==> src/rtl/ac_pkg.sv <==
// Shared mode and fan-state codes for the climate controller, plus the AUTO band lookup
// and a clamp helper used to keep outlet-target arithmetic from wrapping.
package ac_pkg;

  typedef enum logic [2:0] {
    MODE_OFF       = 3'd0,
    MODE_AUTO      = 3'd1,
    MODE_FAST_COOL = 3'd2,
    MODE_ECO       = 3'd3,
    MODE_HEAT      = 3'd4
  } ac_mode_e;

  typedef enum logic [1:0] {
    FAN_IDLE    = 2'd0,
    FAN_RUN     = 2'd1,
    FAN_LOCKOUT = 2'd2
  } fan_state_e;

  localparam int FAST_COOL_OFFSET = 5;

  // Demand bands shared by AUTO (cooling error) and HEAT (heating error).
  function automatic int auto_band(input int e, input int fan_max);
    if (e <= 0) return 0;
    if (e <= 2) return 1;
    if (e <= 4) return 2;
    return (fan_max < 3) ? fan_max : 3;
  endfunction

  function automatic int clamp(input int v, input int hi);
    if (v < 0)  return 0;
    if (v > hi) return hi;
    return v;
  endfunction

endpackage

==> src/rtl/ac_btn_edge.sv <==
// Registered rising-edge detector for one push-button: press is high for the single
// cycle in which the button is high and its previous sample was low.
module ac_btn_edge (
  input  logic clk,
  input  logic reset,
  input  logic i_btn,
  output logic o_press
);

  logic r_prev;

  always_ff @(posedge clk or negedge reset) begin
    if (!reset) r_prev <= 1'b0;
    else        r_prev <= i_btn;
  end

  assign o_press = i_btn & ~r_prev;

endmodule

==> src/rtl/ac_climate_ctrl.sv <==
// Air-conditioning controller: setpoint entry, mode cycling, ramped fan control with
// compressor off-time lockout. Define HEAT_MODE_EN to add the HEAT mode after ECO.
module ac_climate_ctrl #(
  parameter int TEMP_W         = 7,
  parameter int FAN_W          = 3,
  parameter int SP_MIN         = 18,
  parameter int SP_MAX         = 26,
  parameter int DEADBAND       = 2,
  parameter int RAMP_CYCLES    = 16,
  parameter int MIN_OFF_CYCLES = 64
) (
  input  logic              clk,
  input  logic              reset,
  input  logic              button_ac,
  input  logic              button_up,
  input  logic              button_down,
  input  logic [TEMP_W-1:0] temperature,
  output logic [TEMP_W-1:0] setpoint,
  output logic [2:0]        mode,
  output logic [FAN_W-1:0]  fan_speed,
  output logic [TEMP_W-1:0] fan_target,
  output logic              compressor_on,
  output logic              heating
);
  import ac_pkg::*;

  localparam int FAN_MAX  = (1 << FAN_W) - 1;
  localparam int TEMP_MAX = (1 << TEMP_W) - 1;
  localparam int RAMP_W   = (RAMP_CYCLES > 1) ? $clog2(RAMP_CYCLES) : 1;
  localparam int LOCK_W   = (MIN_OFF_CYCLES > 1) ? $clog2(MIN_OFF_CYCLES) : 1;

  logic                     w_ac_press, w_up_press, w_dn_press;
  logic [TEMP_W-1:0]        r_setpoint;
  logic [2:0]               r_mode, w_mode_nxt;
  logic signed [TEMP_W:0]   r_diff;
  logic signed [TEMP_W+1:0] w_e_cool;
  logic [FAN_W-1:0]         w_req;
  fan_state_e               r_state, w_state_nxt;
  logic [FAN_W-1:0]         r_fan, w_fan_nxt;
  logic [RAMP_W-1:0]        r_ramp, w_ramp_nxt;
  logic [LOCK_W-1:0]        r_lock, w_lock_nxt;
  logic                     w_ramp_done;
  int                       w_step;

  ac_btn_edge u_edge_ac (.clk(clk), .reset(reset), .i_btn(button_ac),   .o_press(w_ac_press));
  ac_btn_edge u_edge_up (.clk(clk), .reset(reset), .i_btn(button_up),   .o_press(w_up_press));
  ac_btn_edge u_edge_dn (.clk(clk), .reset(reset), .i_btn(button_down), .o_press(w_dn_press));

  always_comb begin
    w_mode_nxt = MODE_OFF;
    case (r_mode)
      MODE_OFF:       w_mode_nxt = MODE_AUTO;
      MODE_AUTO:      w_mode_nxt = MODE_FAST_COOL;
      MODE_FAST_COOL: w_mode_nxt = MODE_ECO;
`ifdef HEAT_MODE_EN
      MODE_ECO:       w_mode_nxt = MODE_HEAT;
`else
      MODE_ECO:       w_mode_nxt = MODE_OFF;
`endif
      default:        w_mode_nxt = MODE_OFF;
    endcase
  end

  always_ff @(posedge clk or negedge reset) begin
    if (!reset) begin
      r_setpoint <= TEMP_W'(SP_MIN);
      r_mode     <= MODE_OFF;
      r_diff     <= '0;
    end else begin
      if (w_up_press && !w_dn_press && (r_setpoint < TEMP_W'(SP_MAX)))
        r_setpoint <= r_setpoint + TEMP_W'(1);
      else if (w_dn_press && !w_up_press && (r_setpoint > TEMP_W'(SP_MIN)))
        r_setpoint <= r_setpoint - TEMP_W'(1);
      if (w_ac_press) r_mode <= w_mode_nxt;
      r_diff <= $signed({1'b0, temperature}) - $signed({1'b0, r_setpoint});
    end
  end

  // Errors are formed one bit wider than diff so the deadband offset cannot wrap.
  assign w_e_cool = $signed({r_diff[TEMP_W], r_diff}) - $signed((TEMP_W+2)'(DEADBAND));
`ifdef HEAT_MODE_EN
  logic signed [TEMP_W+1:0] w_e_heat;
  assign w_e_heat = -$signed({r_diff[TEMP_W], r_diff}) - $signed((TEMP_W+2)'(DEADBAND));
`endif

  always_comb begin
    w_req = '0;
    case (r_mode)
      MODE_AUTO:      w_req = FAN_W'(auto_band(int'(w_e_cool), FAN_MAX));
      MODE_FAST_COOL: w_req = FAN_W'(FAN_MAX);
      MODE_ECO:       w_req = (w_e_cool > 0) ? FAN_W'(1) : '0;
`ifdef HEAT_MODE_EN
      MODE_HEAT:      w_req = FAN_W'(auto_band(int'(w_e_heat), FAN_MAX));
`endif
      default:        w_req = '0;
    endcase
  end

  assign w_ramp_done = (r_ramp == RAMP_W'(RAMP_CYCLES - 1));

  always_ff @(posedge clk or negedge reset) begin
    if (!reset) begin
      r_state <= FAN_IDLE;
      r_fan   <= '0;
      r_ramp  <= '0;
      r_lock  <= '0;
    end else begin
      r_state <= w_state_nxt;
      r_fan   <= w_fan_nxt;
      r_ramp  <= w_ramp_nxt;
      r_lock  <= w_lock_nxt;
    end
  end

  // The ramp counter runs only while req differs from the applied level; direction is
  // decided at the step itself, so a mid-interval req change just redirects the step.
  always_comb begin
    w_state_nxt = r_state;
    w_fan_nxt   = r_fan;
    w_ramp_nxt  = '0;
    w_lock_nxt  = r_lock;
    case (r_state)
      FAN_IDLE: begin
        if (w_req != '0) begin
          if (w_ramp_done) begin
            w_fan_nxt   = FAN_W'(1);
            w_state_nxt = FAN_RUN;
          end else begin
            w_ramp_nxt = r_ramp + RAMP_W'(1);
          end
        end
      end
      FAN_RUN: begin
        if (r_mode == MODE_OFF) begin
          w_fan_nxt   = '0;
          w_state_nxt = FAN_LOCKOUT;
          w_lock_nxt  = LOCK_W'(MIN_OFF_CYCLES - 1);
        end else if (w_req != r_fan) begin
          if (!w_ramp_done) begin
            w_ramp_nxt = r_ramp + RAMP_W'(1);
          end else if (w_req > r_fan) begin
            w_fan_nxt = r_fan + FAN_W'(1);
          end else begin
            w_fan_nxt = r_fan - FAN_W'(1);
            if (r_fan == FAN_W'(1)) begin
              w_state_nxt = FAN_LOCKOUT;
              w_lock_nxt  = LOCK_W'(MIN_OFF_CYCLES - 1);
            end
          end
        end
      end
      FAN_LOCKOUT: begin
        if (r_lock == '0) w_state_nxt = FAN_IDLE;
        else              w_lock_nxt  = r_lock - LOCK_W'(1);
      end
      default: w_state_nxt = FAN_IDLE;
    endcase
  end

  assign w_step = 2 * int'(r_fan) - 1;

  always_comb begin
    fan_target = '0;
    if (r_fan != '0) begin
      if (r_mode == MODE_FAST_COOL)
        fan_target = TEMP_W'(clamp(int'(r_setpoint) - FAST_COOL_OFFSET, TEMP_MAX));
`ifdef HEAT_MODE_EN
      else if (r_mode == MODE_HEAT)
        fan_target = TEMP_W'(clamp(int'(r_setpoint) + w_step, TEMP_MAX));
`endif
      else
        fan_target = TEMP_W'(clamp(int'(r_setpoint) - w_step, TEMP_MAX));
    end
  end

  assign setpoint      = r_setpoint;
  assign mode          = r_mode;
  assign fan_speed     = r_fan;
  assign compressor_on = (r_fan != '0);
`ifdef HEAT_MODE_EN
  assign heating       = (r_mode == MODE_HEAT) && (r_fan != '0);
`else
  assign heating       = 1'b0;
`endif

endmodule

==> config.mk <==
export PLATFORM = sky130hd
export DESIGN_NAME = ac_climate_ctrl
export DESIGN_NICKNAME = d
export VERILOG_FILES = /design/src/rtl/ac_pkg.sv /design/src/rtl/ac_btn_edge.sv /design/src/rtl/ac_climate_ctrl.sv
export SDC_FILE = /design/constraint.sdc
export NUM_CORES = 1
export LEC_CHECK = 0
export ABC_AREA = 0
export ABC_CLOCK_PERIOD_IN_PS = 6040
export CAP_MARGIN = 20
export CORE_UTILIZATION = 61
export CTS_CLUSTER_SIZE = 10
export DETAILED_ROUTE_END_ITERATION = 12
export HOLD_SLACK_MARGIN = 0.02
export PLACE_DENSITY = 0.86
export SLEW_MARGIN = 20
export SYNTH_ARGS = -nofsm -noshare
export SYNTH_HDL_FRONTEND = slang
export SYNTH_SLANG_ARGS = --single-unit
==> constraint.sdc <==
create_clock -name clk -period 6.04 [get_ports clk]
set_input_delay 0.906 -clock clk [delete_from_list [all_inputs] [get_ports clk]]
set_output_delay 0.906 -clock clk [all_outputs]
set_load 0.01 [all_outputs]
Yosys cells after proc, flatten, opt, wreduce, memory -nomap -nowiden
Index checks and enable logic that the tools add are counted.

$add $sub $neg: 11. Order comparisons: 11. Equality and inequality tests: 16. Multiplexer cells: 69. Bitwise logic cells: 6. Reduce and logical (&&, ||, !) cells: 17.

Operators by type and width (number): 2-to-1 mux 7 bit (10); 2-to-1 mux 6 bit (6); 2-to-1 mux 3 bit (9); 2-to-1 mux 1 bit (25); 2-to-1 mux 2 bit (9); 2-to-1 mux 4 bit (4); inequality test 3 bit (second input constant) (4); case mux 2 bit (3 select lines) (2); case mux 6 bit (2 select lines) (1); greater-than comparator 9 x 1 -> 1 bit (second input constant) (1); greater-than comparator 9 x 8 -> 1 bit (second input constant) (1); less-or-equal comparator 9 x 1 -> 1 bit (second input constant) (1); less-or-equal comparator 9 x 3 -> 1 bit (second input constant) (1); less-or-equal comparator 9 x 4 -> 1 bit (second input constant) (1); < comparator 9 x 1 -> 1 bit (second input constant) (1); case mux 3 bit (3 select lines) (1); subtractor 8 x 3 -> 9 bit (second input constant) (1); subtractor 8 x 5 -> 9 bit (1); greater-than comparator 8 bit (second input constant) (1); < comparator 8 x 1 -> 1 bit (second input constant) (1); inequality test 2 bit (second input constant) (4); case mux 4 bit (2 select lines) (1); subtractor 7 x 3 -> 8 bit (second input constant) (1); subtractor 7 x 7 -> 8 bit (1); other kinds (29) (42).

Register bits: 36.

Logic depth before layout (Yosys ltp)
Gate-level depths: netlist of the first run.

Depth in word-level cells: 19. Mapped depth: 14. Gate-level depth less buffers: 14.

Modules after synthesis
Synthesis of the first run repeated with hierarchy kept, for this count alone.

Cells, all modules: 323. Area total of the unflattened synthesis: 2931.6 um^2.

By module, submodules not included: ac_climate_ctrl (instances 1, cells an instance 317, area each 2815.2 um^2, sequential area each 803.3 um^2); ac_btn_edge (instances 3, cells an instance 2, area each 38.8 um^2, sequential area each 25.0 um^2).

Worst setup path before layout of the first run
No wires, ideal clock.

Path kind: register to output. From: register r_fan[0] (netlist: fan_speed[0]). To: output fan_target[2]. Arrival time: 2.347 ns. Required time: 5.134 ns. Slack: 2.787 ns. Stages on the path, launching flop included: 10. Path buffers: 0. Cells stage by stage: dfrtp_1 > inv_1 > ha_1 > ha_1 > a211oi_1 > nor2_1 > o22ai_1 > xor2_1 > o21a_1 > o311a_1.

Word-level cells in the longest chain between the ends: 11. Elaborated cells between the ends (all ways): 17. Those cells by class: add/sub (2); order compare (2); mux (12); reduce/logical (1).

Ends and longest elaborated chain: start: declaration (line ac_climate_ctrl.sv:39) `logic [FAN_W-1:0] r_fan, w_fan_nxt;`; start signal: assignment (line ac_climate_ctrl.sv:109) `r_fan <= w_fan_nxt;`; subtractor 4 x 1 -> 5 bit (line ac_climate_ctrl.sv:160) `assign w_step = 2 * int'(r_fan) - 1;`; subtractor 8 x 5 -> 9 bit (line ac_climate_ctrl.sv:172) `fan_target = TEMP_W'(clamp(int'(r_setpoint) - w_step, TEMP_MAX));`; greater-than comparator 9 x 8 -> 1 bit (line ac_pkg.sv:31) `if (v > hi) return hi;`; 2-to-1 mux 1 bit (2 in a row) (line ac_pkg.sv:31); 2-to-1 mux 1 bit (line ac_climate_ctrl.sv:165) `if (r_mode == MODE_FAST_COOL)`; 2-to-1 mux 1 bit (line ac_climate_ctrl.sv:164) `if (r_fan != '0) begin`; 2-to-1 mux 7 bit (line ac_pkg.sv:32) `return v;`; 2-to-1 mux 7 bit (line ac_pkg.sv:31); 2-to-1 mux 7 bit (line ac_climate_ctrl.sv:165); 2-to-1 mux 7 bit (*) (line ac_climate_ctrl.sv:164); end: declaration (line ac_climate_ctrl.sv:21) `output logic [TEMP_W-1:0] fan_target,`.

Every way passes the cells marked *; elsewhere a longest branch is shown, timed or not. The select of a mux whose other input is x is not followed.

Worst setup path after layout of the first run
From: register r_fan[0] (netlist: fan_speed[0]). To: output fan_target[5].

Same word-level chain as after synthesis.

==> results.json, run 1 <==
{
  "status": "complete, but fails checks",
  "failed_checks": "DRC",
  "dieArea_um2": 4990,
  "async_flop_share": 1.00,
  "synth_xor_area_frac": 0.0792,
  "required_ns": 5.13,
  "diodes": 0,
  "seqCellArea_um2": 878,
  "clk_pin_slew_ns": 0.07,
  "multi_input_area_um2": 1880,
  "drive_gt1_frac": 0.0655,
  "synth_mux_area_frac": 0.0374,
  "ant_nets": 0,
  "htree_levels": 2,
  "cp.arrival_ns": 3.48,
  "ys_warn_count": 0,
  "pwr-share-seq": 0.306,
  "cp_max_fo": 9,
  "hold_violations": 0,
  "p_int_uw": 790,
  "initial_utilization": 0.647,
  "syn_area_um2": 2880,
  "core-area_um2": 4440,
  "max_freq_ghz": 0.228,
  "hpwlAfterDp_um": 4570,
  "clock_path_buffers": 2,
  "vias": 2387,
  "cts_tree": "yes",
  "slew_headroom": 0.621,
  "drtIter0Drc": 126,
  "power.density_nw_per_um2": 435,
  "stdcell_count": 403,
  "ys_ff_latch": 35,
  "finalClockSkew_ns": 0.00589,
  "cts_root_buf": "clkbuf_8",
  "nets": 403,
  "grt_overflow": 0,
  "synth_seq_area_share": 0.305,
  "io_pins": 34,
  "ys_types": 51,
  "die_y_um": 70.7,
  "via_per_inst": 5.92,
  "syn_area_per_cell_um2": 9.19,
  "setup_viol": 0,
  "ir_drop_mv": 0.255,
  "switching_share": 0.453,
  "finalSetupTns_ns": 0,
  "drt-wirelength-per-cell_um": 14.6,
  "finalCriticalPeriod_ns": 4.38,
  "gp_congestion": 0.872,
  "rsz0062_at_grt": "no",
  "fillCellCount": 324,
  "setup.worst_path.end_class": "output port",
  "p_leak_nw": 1.53,
  "grt_pass1_wl_um": 10400,
  "p_clk_frac": 0.113,
  "start_kind": "flip-flop",
  "netlist_instances": 313,
  "worstSetupPathType": "flip-flop to output port",
  "portBuffers": 31,
  "drt-total-wl_um": 5870,
  "track_usage": 0.261,
  "slew_violations": 0,
  "min_path_type": "flip-flop to flip-flop",
  "post_cts_resized": 0,
  "synth_edf_count": 0,
  "dieWidth_um": 70.7,
  "drt-pass1-iter-count": 8,
  "placed_cells": 395,
  "synth_fa_ha_area_frac": 0.186,
  "fin_crit_sh": 0.726,
  "maxCapViolCount": 0,
  "hold_buffers": 0,
  "std_cell_rows": 24,
  "drc": 2,
  "synth_compound_area_frac": 0.198,
  "yosys.area_share.simple": 0.151,
  "fin_hold_ws_ns": 0.501,
  "numCtsBuffers": 5,
  "pwr-share-comb": 0.580,
  "clock_latency_ns": 0.29,
  "postCtsSetupRepairBufs": 0,
  "yosys_most_used_dff": "dfrtp_1",
  "tightest_slew_ns": 0.563,
  "grt_pass1_vias": 2300,
  "antenna_found_initial": 0,
  "syn_to_final_growth_pct": 15.6,
  "pre_cts_slack_ns": 2.02,
  "cts_sinks": 35,
  "synth_top_family_by_area": "compound AO/OA/AOI/OAI gates",
  "p_switching_uw": 655,
  "fin_ws_ns": 1.66,
  "grt_max_degree": 36
}
==> through the flow <==
| step | total power [mW] | instance area, um^2 | util |
|---|---|---|---|
| detailed placement | 1.28 | 3240 | 0.730 |
| finish | 1.45 | 3330 | 0.748 |
| global placement | 1.24 | 3240 | 0.730 |
| floorplan | 1.04 | 2880 | - |
| CTS | 1.45 | 3330 | 0.748 |
| global route | 1.59 | 3330 | 0.748 |
==> cell type report <==
type | count | share of cell area
Clock buffer | 7 | 0.0229
Clock inverter | 1 | 0.00150
Inverter | 27 | 0.0305
Multi-Input combinational cell | 249 | 0.566
Sequential cell | 35 | 0.264
Tap cell | 52 | 0.0196
Timing Repair Buffer | 32 | 0.0956
==> synthesized netlist by cell type, types with 4 or more instances <==
master | count | area (um^2)
nand3_1 | 8 | 40.0
nor2_1 | 24 | 90.1
mux2_2 | 4 | 45.0
a211oi_1 | 4 | 30.0
ha_1 | 38 | 475
o21a_1 | 4 | 30.0
dfrtp_1 | 33 | 826
o21ai_0 | 21 | 105
nand2_1 | 20 | 75.1
inv_1 | 27 | 101
a21oi_1 | 18 | 90.1
xnor2_1 | 14 | 123
o311a_1 | 4 | 40.0
mux2i_1 | 4 | 40.0
xor2_1 | 12 | 105
nand2b_1 | 10 | 62.6
a21o_1 | 6 | 45.0
nor3_1 | 5 | 25.0
nor2b_1 | 4 | 25.0
nor4_1 | 4 | 25.0
==> path summary, 6_finish.rpt <==
check / slack (ns) / end / startpoint / cells after the start
max in group asynchronous: 4.67 / setpoint[1] / reset / 2
min: 0.50 / r_ramp[0] / r_ramp[0] / 1
min in group asynchronous: 1.03 / r_ramp[1] / reset / 2
max reg2reg: 2.49 / r_lock[0] / r_diff[1] / 13
min reg2reg: 0.50 / r_ramp[0] / r_ramp[0] / 1
max: 1.66 / fan_target[5] / fan_speed[0] / 11
==> worst max-delay path: stages (launching register included) <==
cell             delay (ns)
dfrtp_1                0.53
inv_1                  0.13
ha_1                   0.24
xnor2_1                0.14
ha_1                   0.34
o21ai_0                0.10
o21bai_1               0.17
o22ai_1                0.11
xnor2_1                0.46
o21ai_0                0.15
a21oi_1                0.24
clkdlybuf4s50_1        0.58
==> power groups by stage <==
stage                     logic [mW]  registers [mW]  clock network, mW
final                          0.839           0.443              0.164
after global routing           0.949           0.459              0.179
after CTS                      0.841           0.441              0.169
after detailed placement       0.834           0.444                  0
after global placement         0.802           0.440                  0
after floorplan                0.610           0.429                  0
==> per-layer routing <==
layer,GRT usage,part of all wire
met5,0,0
met3,0.0484,0.044
met1,0.336,0.46
met4,0.0911,0.014
met2,0.443,0.48
==> flip-flops by register name (all words and copies together) (netlist names) <==
signal            cells
r_state               2
fan_speed             3
r_diff                8
u_edge_up.r_prev      1
setpoint              7
u_edge_dn.r_prev      1
u_edge_ac.r_prev      1
r_lock                6
r_ramp                4
mode                  2
==> cell usage in the layout, fill, tap and decap left out, types with 3 or more instances in the layout <==
cell type	count
a211oi_1	4
a21o_1	6
a21oi_1	18
a31oi_1	3
clkbuf_8	5
clkdlybuf4s50_1	31
dfrtp_1	33
fa_1	3
ha_1	38
inv_1	27
mux2_2	4
mux2i_1	4
nand2_1	20
nand2b_1	10
nand3_1	8
nor2_1	24
nor2b_1	4
nor3_1	5
nor3b_1	3
nor4_1	4
o21a_1	4
o21ai_0	21
o22ai_1	3
o311a_1	4
xnor2_1	14
xor2_1	12
==> cell families after synthesis <==
family | count (synthesis)
fa+ha+maj | 41
compound gates | 84
simple gates | 86
other cells | 1
mux | 10
flops | 35
xor+xnor | 26
buf+inv | 30
Power figures use the tool's default switching activity.
==> inputs of run 2 (changes only) <==
--- a/config.mk
+++ b/config.mk
@@ -6,13 +6,13 @@
 export NUM_CORES = 1
 export LEC_CHECK = 0
 export ABC_AREA = 0
-export ABC_CLOCK_PERIOD_IN_PS = 6040
+export ABC_CLOCK_PERIOD_IN_PS = 4400
 export CAP_MARGIN = 20
-export CORE_UTILIZATION = 61
+export CORE_UTILIZATION = 57
 export CTS_CLUSTER_SIZE = 10
 export DETAILED_ROUTE_END_ITERATION = 12
 export HOLD_SLACK_MARGIN = 0.02
-export PLACE_DENSITY = 0.86
+export PLACE_DENSITY = 0.81
 export SLEW_MARGIN = 20
 export SYNTH_ARGS = -nofsm -noshare
 export SYNTH_HDL_FRONTEND = slang
==> constraint.sdc (replaced) <==
create_clock -name clk -period 4.4 [get_ports clk]
set_input_delay 0.66 -clock clk [delete_from_list [all_inputs] [get_ports clk]]
set_output_delay 0.66 -clock clk [all_outputs]
set_load 0.01 [all_outputs]
==> run 2 against run 1 <==
The flow now finishes without violations. Clock-buffer cell count decreased by 1. Combinational power increased by 38%. Wire length increased by 0.63%. Cell count increased by 3.7%. Worst setup slack got worse by 1.3 ns. Clock skew about the same. Sequential cell count unchanged. Sequential power increased by 37%.
==> results.json, run 2 (synthesis results as in run 1) <==
{
  "r2r_slack_ns": 1.01,
  "initial_utilization": 0.601,
  "p_switching_uw": 915,
  "core-area_um2": 4790,
  "start_kind": "flip-flop",
  "grt_pass1_wl_um": 10400,
  "die_y_um": 73.0,
  "slew_headroom": 0.641,
  "cp_max_fo": 9,
  "worstSetupPathType": "flip-flop to output port",
  "clock_path_buffers": 2,
  "mostFrequentLayoutCell": "ha_1",
  "cts_tree": "yes",
  "finalSetupTns_ns": 0,
  "status": "completed",
  "path_delay_family": "buffers and inverters",
  "ir_drop_mv": 0.402,
  "slew_violations": 0,
  "grt_max_degree": 36,
  "r2r_cells": 12,
  "dieArea_um2": 5330,
  "rsz0062_at_grt": "no",
  "tightest_slew_ns": 0.538,
  "switching_share": 0.441,
  "numCtsBuffers": 5,
  "maxCapViolCount": 0,
  "drt-wirelength-per-cell_um": 14.1,
  "post-route-util": 0.709,
  "grt_pass1_vias": 2326,
  "p_int_mw": 1.16,
  "via_per_inst": 5.63,
  "finalClockSkew_ns": 0.00568,
  "cp.arrival_ns": 3.39,
  "hold_violations": 0,
  "grt_overflow": 0,
  "hold_path.startpoint": "r_ramp[0]",
  "drive_gt1_frac": 0.0741,
  "crit_slowest_cell": "clkdlybuf4s50_1",
  "holdPathEnd": "r_ramp[0]",
  "htree_levels": 2,
  "power.density_nw_per_um2": 612,
  "timing.critical_path.cells": "inv_1 -> ha_1 -> ha_1 -> a211oi_1 -> nor2_1 -> o22ai_1 -> xor2_1 -> nand3_1 -> o32ai_1 -> clkdlybuf4s50_1",
  "drtIter0Drc": 166,
  "r2r-start": "r_diff[1]",
  "dieWidth_um": 73.0,
  "ant_nets": 0,
  "p_clk_frac": 0.150,
  "cts_root_buf": "clkbuf_8",
  "syn_to_final_growth_pct": 17.9,
  "pwr-share-comb": 0.558,
  "gp_congestion": 0.826,
  "vias": 2355,
  "finalCriticalPeriod_ns": 4.05,
  "pwr-share-seq": 0.292,
  "required_ns": 3.74,
  "io_pins": 34,
  "hold_buffers": 0,
  "drt-pass1-iter-count": 4,
  "fin_hold_ws_ns": 0.524,
  "min_path_cells": 1,
  "placed_cells": 410,
  "setup_viol": 0,
  "diodes": 0,
  "stdcell_count": 418,
  "min_path_type": "flip-flop to flip-flop",
  "portBuffers": 31,
  "max_freq_ghz": 0.247,
  "largest-register": "r_diff",
  "track_usage": 0.250,
  "p_leak_nw": 1.56,
  "antenna_found_initial": 0,
  "cp_num_buf_inv": 2,
  "cts_sinks": 35,
  "hpwlAfterDp_um": 4610,
  "drt-total-wl_um": 5910,
  "fin_crit_sh": 0.920,
  "path_common_cell": "ha_1",
  "path_depth": 10,
  "clock_latency_ns": 0.29,
  "cp_slowest_stage_delay_ns": 0.61,
  "reg2reg_to": "fan_speed[2]",
  "largest_register_ffs": 8,
  "setup.worst_path.end_class": "output port",
  "std_cell_rows": 25,
  "clk_pin_slew_ns": 0.08,
  "drc": 0,
  "layout_common_cells": "ha_1 (38), dfrtp_1 (33), clkdlybuf4s50_1 (31), inv_1 (27), nor2_1 (24)",
  "nets": 403
}
run 2: area by class of cell:
type	count	area, um^2
multi-input combinational	249	1890
fill	398	1390
sequential	35	878
timing repair buffer	32	318
inverter	27	101
tap	67	83.8
clock buffer	6	82.6
clock inverter	2	38.8
run 2: routing by layer:
layer	vias up	global-route usage	wire, um
met4	0	0.0763	66
met1	1103	0.311	2580
met5	-	0	0
met3	8	0.0359	220
li1	1193	-	-
met2	51	0.447	3050
run 2: worst max path at each step:
stage | start | end | slack, ns
floorplan | r_diff[1] | fan_speed[2] | 1.37
global placement | fan_speed[0] | fan_target[5] | 0.73
detailed placement | fan_speed[0] | fan_target[5] | 0.64
CTS | fan_speed[0] | fan_target[5] | 0.29
global route | fan_speed[0] | fan_target[1] | 0.06
finish | fan_speed[0] | fan_target[0] | 0.35
run 2: repair_timing:
| action | 4_1_cts | 5_1_grt |
|---|---|---|
| resized for setup | 0 | 1 |
| setup endpoints to repair | 0 | 1 |
| buffers inserted | 0 | 0 |
run 2: power by group through the flow:
stage | registers [mW] | clock network, mW | logic [mW]
floorplan | 0.589 | 0 | 0.837
global placement | 0.607 | 0 | 1.11
global route | 0.628 | 0.328 | 1.31
finish | 0.606 | 0.311 | 1.16
CTS | 0.608 | 0.317 | 1.17
detailed placement | 0.612 | 0 | 1.15
run 2: per-stage QoR:
stage | power (mW) | cell area, um^2 | worst slack (ns)
2_1_floorplan | 1.43 | 2880 | 1.37
5_1_grt | 2.27 | 3390 | 0.0555
3_3_place_gp | 1.71 | 3260 | 0.729
4_1_cts | 2.09 | 3380 | 0.289
6_report | 2.08 | 3390 | 0.350
3_5_place_dp | 1.76 | 3260 | 0.642
==> inputs of run 3 (changes only) <==
--- a/config.mk
+++ b/config.mk
@@ -13,7 +13,7 @@
 export DETAILED_ROUTE_END_ITERATION = 12
 export HOLD_SLACK_MARGIN = 0.02
 export PLACE_DENSITY = 0.81
-export SLEW_MARGIN = 20
+export SLEW_MARGIN = 5
 export SYNTH_ARGS = -nofsm -noshare
 export SYNTH_HDL_FRONTEND = slang
 export SYNTH_SLANG_ARGS = --single-unit
==> results of run 3 <==
No change in the layout: final DEF, timing and power equal those of run 2.
